<file path="config.mk">
export PLATFORM = sky130hd
export DESIGN_NAME = bank_command_sequencer
export DESIGN_NICKNAME = d
export VERILOG_FILES = /design/src/rtl/bank_command_sequencer.sv
export SDC_FILE = /design/constraint.sdc
export NUM_CORES = 1
export LEC_CHECK = 0
export CELL_PAD_IN_SITES_DETAIL_PLACEMENT = 1
export CELL_PAD_IN_SITES_GLOBAL_PLACEMENT = 2
export CORE_MARGIN = 1.5
export CORE_UTILIZATION = 29
export DETAILED_ROUTE_END_ITERATION = 8
export HOLD_SLACK_MARGIN = 0.15
export PLACE_DENSITY = 0.73
export SLEW_MARGIN = 20
export SYNTH_ARGS = -nofsm -noshare
export SYNTH_HDL_FRONTEND = slang
export SYNTH_SLANG_ARGS = --single-unit
</file>
<file path="constraint.sdc">
create_clock -name clk -period 3.3 [get_ports clk]
set_clock_uncertainty 0.05 [all_clocks]
set_input_delay 0.66 -clock clk [delete_from_list [all_inputs] [get_ports clk]]
set_output_delay 0.66 -clock clk [all_outputs]
set_load 0.01 [all_outputs]
</file>
<file path="src/rtl/bank_command_sequencer.sv">
// Per-bank DRAM command sequencer: one request in flight, open-page policy, periodic refresh, tRCD/tRP/tRAS/tRFC enforced.
// Commands are registered; req_ready only in IDLE with no refresh pending.
module bank_command_sequencer #(
  parameter int ROW_LSB = 13,
  parameter int ROW_W   = 16,
  parameter int T_RCD   = 14,
  parameter int T_RP    = 14,
  parameter int T_RAS   = 33,
  parameter int T_RFC   = 160,
  parameter int T_REFI  = 3900
) (
  input  logic        clk,
  input  logic        reset_n,
  input  logic        req_valid,
  output logic        req_ready,
  input  logic [31:0] req_addr,
  input  logic [31:0] req_data,
  input  logic        req_is_write,
  input  logic [31:0] req_id,
  output logic        cmd_fire,
  output logic [31:0] cmd_addr,
  output logic [31:0] cmd_data,
  output logic        cmd_cs,
  output logic        cmd_ras,
  output logic        cmd_cas,
  output logic        cmd_we,
  output logic [31:0] cmd_id
);

  localparam logic [16:0] RCD       = 17'(T_RCD);
  localparam logic [16:0] RP        = 17'(T_RP);
  localparam logic [16:0] RAS       = 17'(T_RAS);
  localparam logic [16:0] RFC       = 17'(T_RFC);
  localparam logic [15:0] REFI_LAST = 16'(T_REFI - 1);

  typedef enum logic [2:0] {
    S_IDLE, S_PRE, S_WAIT_RP, S_ACT, S_WAIT_RCD, S_COL, S_REF, S_WAIT_RFC
  } state_e;

  typedef enum logic [2:0] {K_NOP, K_REF, K_PRE, K_ACT, K_RD, K_WR} cmd_kind_e;

  state_e            state_q, state_d;
  logic              row_open_q, row_open_d;
  logic [ROW_W-1:0]  open_row_q, open_row_d;
  logic              ref_pending_q, ref_pending_d;
  logic [15:0]       timer_q, timer_d;
  logic [15:0]       tras_q, tras_d;
  logic [15:0]       cnt_q, cnt_d;
  logic              busy_q, busy_d;
  logic [31:0]       addr_q, addr_d;
  logic [31:0]       data_q, data_d;
  logic [31:0]       id_q, id_d;
  logic              wr_q, wr_d;

  logic              fire_q, fire_d;
  logic [3:0]        enc_q, enc_d;
  logic [31:0]       caddr_q, caddr_d;
  logic [31:0]       cdata_q, cdata_d;
  logic [31:0]       cid_q, cid_d;

  logic [31:0]       src_addr, src_data, src_id;
  logic              src_wr;
  logic [ROW_W-1:0]  src_row;
  logic [16:0]       elapsed;
  logic              pre_ok;
  logic              wrap;
  cmd_kind_e         kind;
  cmd_kind_e         col_kind;

  // In IDLE the command is built from the incoming request, elsewhere from the latched copy.
  assign src_addr = (state_q == S_IDLE) ? req_addr     : addr_q;
  assign src_data = (state_q == S_IDLE) ? req_data     : data_q;
  assign src_id   = (state_q == S_IDLE) ? req_id       : id_q;
  assign src_wr   = (state_q == S_IDLE) ? req_is_write : wr_q;
  assign src_row  = src_addr[ROW_LSB +: ROW_W];
  assign col_kind = src_wr ? K_WR : K_RD;

  // Decisions made this cycle appear on the bus next cycle, hence the +1.
  assign elapsed   = {1'b0, cnt_q} + 17'd1;
  assign pre_ok    = ({1'b0, tras_q} + 17'd1) >= RAS;
  assign wrap      = (timer_q == REFI_LAST);
  assign req_ready = (state_q == S_IDLE) && !ref_pending_q;

  always_comb begin
    state_d    = state_q;
    row_open_d = row_open_q;
    open_row_d = open_row_q;
    busy_d     = busy_q;
    addr_d     = addr_q;
    data_d     = data_q;
    id_d       = id_q;
    wr_d       = wr_q;
    tras_d     = (tras_q == 16'hFFFF) ? tras_q : tras_q + 16'd1;
    cnt_d      = (cnt_q == 16'hFFFF) ? cnt_q : cnt_q + 16'd1;
    timer_d    = wrap ? 16'd0 : timer_q + 16'd1;
    kind       = K_NOP;

    case (state_q)
      S_IDLE: begin
        if (ref_pending_q) begin
          if (!row_open_q)  kind    = K_REF;
          else if (pre_ok)  kind    = K_PRE;
          else              state_d = S_PRE;
        end else if (req_valid) begin
          busy_d = 1'b1;
          addr_d = req_addr;
          data_d = req_data;
          id_d   = req_id;
          wr_d   = req_is_write;
          if (!row_open_q)                kind    = K_ACT;
          else if (src_row == open_row_q) kind    = col_kind;
          else if (pre_ok)                kind    = K_PRE;
          else                            state_d = S_PRE;
        end
      end
      S_PRE:      if (pre_ok) kind = K_PRE;
      // An in-flight request finishes before a pending refresh is served.
      S_WAIT_RP:  if (elapsed >= RP) kind = (ref_pending_q && !busy_q) ? K_REF : K_ACT;
      S_ACT: begin
        if (RCD <= 17'd1) kind = col_kind;
        else begin
          state_d = S_WAIT_RCD;
          cnt_d   = 16'd1;
        end
      end
      S_WAIT_RCD: if (elapsed >= RCD) kind = col_kind;
      S_COL: begin
        state_d = S_IDLE;
        busy_d  = 1'b0;
      end
      S_REF: begin
        if (RFC <= 17'd1) state_d = S_IDLE;
        else begin
          state_d = S_WAIT_RFC;
          cnt_d   = 16'd1;
        end
      end
      S_WAIT_RFC: if (elapsed >= RFC) state_d = S_IDLE;
      default:    state_d = S_IDLE;
    endcase

    case (kind)
      K_PRE: begin
        state_d    = S_WAIT_RP;
        cnt_d      = 16'd0;
        row_open_d = 1'b0;
      end
      K_ACT: begin
        state_d    = S_ACT;
        row_open_d = 1'b1;
        open_row_d = src_row;
        tras_d     = 16'd0;
      end
      K_RD, K_WR: state_d = S_COL;
      K_REF:      state_d = S_REF;
      default: ;
    endcase

    ref_pending_d = (ref_pending_q && (kind != K_REF)) || wrap;
  end

  always_comb begin
    fire_d  = 1'b0;
    enc_d   = 4'b1111;
    caddr_d = 32'd0;
    cdata_d = 32'd0;
    cid_d   = 32'd0;
    if (kind != K_NOP) begin
      fire_d = 1'b1;
      if (kind != K_REF) begin
        caddr_d = src_addr;
        cid_d   = src_id;
      end
    end
    case (kind)
      K_REF: enc_d = 4'b0001;
      K_PRE: enc_d = 4'b0010;
      K_ACT: enc_d = 4'b0011;
      K_RD:  enc_d = 4'b0101;
      K_WR: begin
        enc_d   = 4'b0100;
        cdata_d = src_data;
      end
      default: ;
    endcase
  end

  always_ff @(posedge clk or negedge reset_n) begin
    if (!reset_n) begin
      state_q       <= S_IDLE;
      row_open_q    <= 1'b0;
      open_row_q    <= '0;
      ref_pending_q <= 1'b0;
      timer_q       <= 16'd0;
      tras_q        <= 16'd0;
      cnt_q         <= 16'd0;
      busy_q        <= 1'b0;
      addr_q        <= 32'd0;
      data_q        <= 32'd0;
      id_q          <= 32'd0;
      wr_q          <= 1'b0;
      fire_q        <= 1'b0;
      enc_q         <= 4'b1111;
      caddr_q       <= 32'd0;
      cdata_q       <= 32'd0;
      cid_q         <= 32'd0;
    end else begin
      state_q       <= state_d;
      row_open_q    <= row_open_d;
      open_row_q    <= open_row_d;
      ref_pending_q <= ref_pending_d;
      timer_q       <= timer_d;
      tras_q        <= tras_d;
      cnt_q         <= cnt_d;
      busy_q        <= busy_d;
      addr_q        <= addr_d;
      data_q        <= data_d;
      id_q          <= id_d;
      wr_q          <= wr_d;
      fire_q        <= fire_d;
      enc_q         <= enc_d;
      caddr_q       <= caddr_d;
      cdata_q       <= cdata_d;
      cid_q         <= cid_d;
    end
  end

  assign cmd_fire = fire_q;
  assign cmd_cs   = enc_q[3];
  assign cmd_ras  = enc_q[2];
  assign cmd_cas  = enc_q[1];
  assign cmd_we   = enc_q[0];
  assign cmd_addr = caddr_q;
  assign cmd_data = cdata_q;
  assign cmd_id   = cid_q;

endmodule

</file>
==> results.sh <==
export IMPL_status="finished, violations left"
export IMPL_failed_checks="design-rule violations"
export IMPL_cp_max_fo=17
export IMPL_multi_input_area_um2=5110
export IMPL_power_leakage_nw=7.501
export IMPL_setup_ws_ns=0.08039
export IMPL_cp_num_buf_inv=2
export IMPL_critPathTopFamily="compound AO/OA/AOI/OAI gates"
export IMPL_finalNetCount=1710
export IMPL_place_congestion=0.7560
export IMPL_synth_distinct_cells=67
export IMPL_cts_root_buf="clkbuf_16"
export IMPL_min_path_type="reg -> reg"
export IMPL_final_util_pct=40.21
export IMPL_cts_buffer_depth=3
export IMPL_worstMarginPinSlew_ns=1.127
export IMPL_cp_data_required_time_ns=3.60
export IMPL_synth_fp_nets=1464
export IMPL_reg2regPathDepth=11
export IMPL_crit_type="reg -> reg"
export IMPL_timing_rr_start="cnt_q[0]"
export IMPL_area_delta_synth_final_pct=36.11
export IMPL_syn_inst=1359
export IMPL_cts_tree="done"
export IMPL_cts_num_sinks=268
export IMPL_row_count=74
export IMPL_synth_edf_count=0
export IMPL_slew_headroom_pct=24.89
export IMPL_worst_hold_slack_ns=0.4194
export IMPL_drive_gt1_share_pct=11.92
export IMPL_ys_seq_area_share_pct=55.39
export IMPL_fill_cells=4688
export IMPL_post_place_ws_ns=-0.4215
export IMPL_portBuffers=201
export IMPL_synthArstFlopShare_pct=100.0
export IMPL_tns_ns=0
export IMPL_vias=10370
export IMPL_antenna_found_initial=7
export IMPL_yosysTopAreaCell="dfrtp_1"
export IMPL_worst_ep_arrival_time_ns=3.52
export IMPL_grt_pass1_wl_um=63190
export IMPL_hold_viol=0
export IMPL_initial_core_util_pct=29.54
export IMPL_ir_drop_mv=0.3731
export IMPL_ff_latch_area_um2=6714
export IMPL_max_cap_violations=0
export IMPL_avgSynthCellArea_um2=8.916
export IMPL_numCtsBuffers=34
export IMPL_die_w_um=207.4
export IMPL_rsz0062_at_grt="yes"
export IMPL_drtIter0Drc=438
export IMPL_dieArea_um2=43020
export IMPL_fin_crit_sh_pct=97.56
export IMPL_setup_viol=0
export IMPL_ios=202
export IMPL_grt_overflow=0
export IMPL_routed_via_density=4.793
export IMPL_clock_latency_ns=0.52
export IMPL_hp_start="busy_q"
export IMPL_drc=2
export IMPL_crit_slowest_cell="o41a_1"
export IMPL_synth_common_cells="nand2_1 (473), dfrtp_1 (264), a21oi_1 (123)"
export IMPL_fmax_mhz=310.6
export IMPL_ys_warn_count=0
export IMPL_min_to="busy_q"
export IMPL_coreArea_um2=41020
export IMPL_yosysMostFrequentCell="nand2_1"
export IMPL_grt_pass1_vias=11140
export IMPL_ant_nets=0
export IMPL_slew_violations=0
export IMPL_worstPathCellList="ha_1 -> buf_4 -> and3_1 -> a211oi_1 -> a31o_2 -> nand4b_1 -> o41a_1 -> a221o_2 -> o21ba_2 -> buf_12 -> nor3_1"
export IMPL_end_kind="flop"
export IMPL_htree_levels=2
export IMPL_synthTopCellsByArea="dfrtp_1 (55%), nand2_1 (15%), a21oi_1 (5.1%)"
export IMPL_clk_pin_slew_worst_paths_ns=0.06
export IMPL_dp_hpwl_um=25810
export IMPL_synth_flop_cell="dfrtp_1"
export IMPL_drt_pass1_iterations=6
export IMPL_synthesis_area_um2=12120
export IMPL_synth_seq_cells=268
export IMPL_pwr_density_cell_nw_per_um2=903.3
export IMPL_grt_usage_pct=18.46
export IMPL_avgRoutedWirePerCell_um=18.07
export IMPL_start_kind="flop"
export IMPL_min_period_ns=3.220
export IMPL_wirelength_um=39080
export IMPL_r2r_end="cnt_q[3]"
export IMPL_synth_top_area_share_pct=54.52
export IMPL_min_delay_path_depth=1
export IMPL_slowest_delay_ns=0.47
export IMPL_r2r_slack_ns=0.08
export IMPL_die_y_um=207.4
export IMPL_grt_max_degree=78
[cell families after synthesis]
| family | Yosys count | synth area share, % |
|---|---|---|
| AOI/OAI and AO/OA | 205 | 9.893 |
| muxes | 16 | 1.322 |
| and+or+nand+nor | 720 | 26.15 |
| buffers and inverters | 103 | 3.686 |
| DFF | 268 | 55.39 |
| xor gates and xnor gates | 41 | 2.964 |
| adders and majority gates | 6 | 0.5989 |
[stage by stage]
stage          std cells  power [mW]  cell area [um^2]
2_1_floorplan       1359       8.380             12120
3_3_place_gp        2095       11.08             15220
3_5_place_dp        2095       11.22             15220
4_1_cts             2158       15.00             16370
5_1_grt             2163       16.00             16490
6_report            2163       14.90             16490
[where the power goes]
part / switching [mW] / total, mW / leakage, nW / internal [mW]
Clock: 1.48 / 3.62 / 0.546 / 2.15
Combinational: 3.47 / 6.08 / 3.45 / 2.61
Sequential: 0.775 / 5.19 / 3.50 / 4.42
Total: 5.72 / 14.9 / 7.50 / 9.18
[worst reg2reg max path, stage by stage (launching register included)]
cell and delay [ns]:
dfrtp_1 0.38, ha_1 0.22, buf_4 0.15, and3_1 0.25, a211oi_1 0.23, a31o_2 0.14
nand4b_1 0.16, o41a_1 0.47, a221o_2 0.46, o21ba_2 0.29, buf_12 0.19, nor3_1 0.07
[layout make-up]
class / count / share of cell area (%)
flip-flops and latches: 268 / 40.71
clock inverters: 10 / 0.4173
diodes: 3 / 0.04552
repair buffers: 291 / 17.14
well taps: 532 / 4.036
inverters: 22 / 0.5007
multi-input cells: 988 / 30.98
clock buffers: 49 / 6.168
[timing repair]
item,CTS,global route
hold endpoints to repair,70,0
pin swaps,2,6
endpoints found under the setup margin,118,134
resized for setup,8,23
setup buffers,3,3
hold buffers,1,0
[how the worst max path moves through the flow]
stage	start	endpoint	slack, ns	depth (start not counted)
final	cnt_q[0]	cnt_q[3]	0.08	11
after global placement	req_addr[15]	cmd_fire	-0.41	10
after floorplan	cnt_q[0]	cnt_q[10]	0.05	11
after global routing	cnt_q[5]	cmd_id[9]	-0.09	11
after detailed placement	req_addr[15]	cmd_fire	-0.42	10
after CTS	state_q[0]	cmd_addr[14]	0.01	11
[routing by layer]
| layer | global-route usage, % | vias to the layer above | wire length (um) |
|---|---|---|---|
| met1 | 24.03 | 5173 | 17740 |
| li1 | - | 4975 | - |
| met4 | 5.857 | 8 | 899 |
| met3 | 4.145 | 58 | 1830 |
| met5 | 0 | - | 53 |
| met2 | 30.44 | 154 | 18560 |
[layout by cell type, fill, tap and decap left out, types with 5 or more instances in the layout]
| cell | count |
|---|---|
| a21o_1 | 5 |
| a21oi_1 | 121 |
| and2_1 | 6 |
| and3_1 | 6 |
| and4_1 | 6 |
| buf_12 | 10 |
| buf_4 | 77 |
| clkbuf_16 | 34 |
| clkbuf_8 | 11 |
| clkdlybuf4s50_1 | 199 |
| clkinv_2 | 7 |
| dfrtp_1 | 262 |
| ha_1 | 5 |
| inv_1 | 22 |
| mux2i_1 | 15 |
| nand2_1 | 472 |
| nand2b_1 | 11 |
| nand3_1 | 21 |
| nand4_1 | 15 |
| nor2_1 | 91 |
| nor2b_1 | 27 |
| nor3_1 | 12 |
| nor3_2 | 12 |
| nor3_4 | 6 |
| nor4_1 | 5 |
| o2111ai_1 | 7 |
| o21ai_0 | 27 |
| o31ai_1 | 5 |
| xnor2_1 | 17 |
| xor2_1 | 24 |
[sequential cells by signal, summed over array words and instances, names as in the netlist, 16 cells and up]
name and count:
open_row_q 16, cmd_data 32, data_q 32, id_q 32
addr_q 32, cmd_addr 32, tras_q 16, cnt_q 16
timer_q 16, cmd_id 32
(Power assumes the default switching activity.)
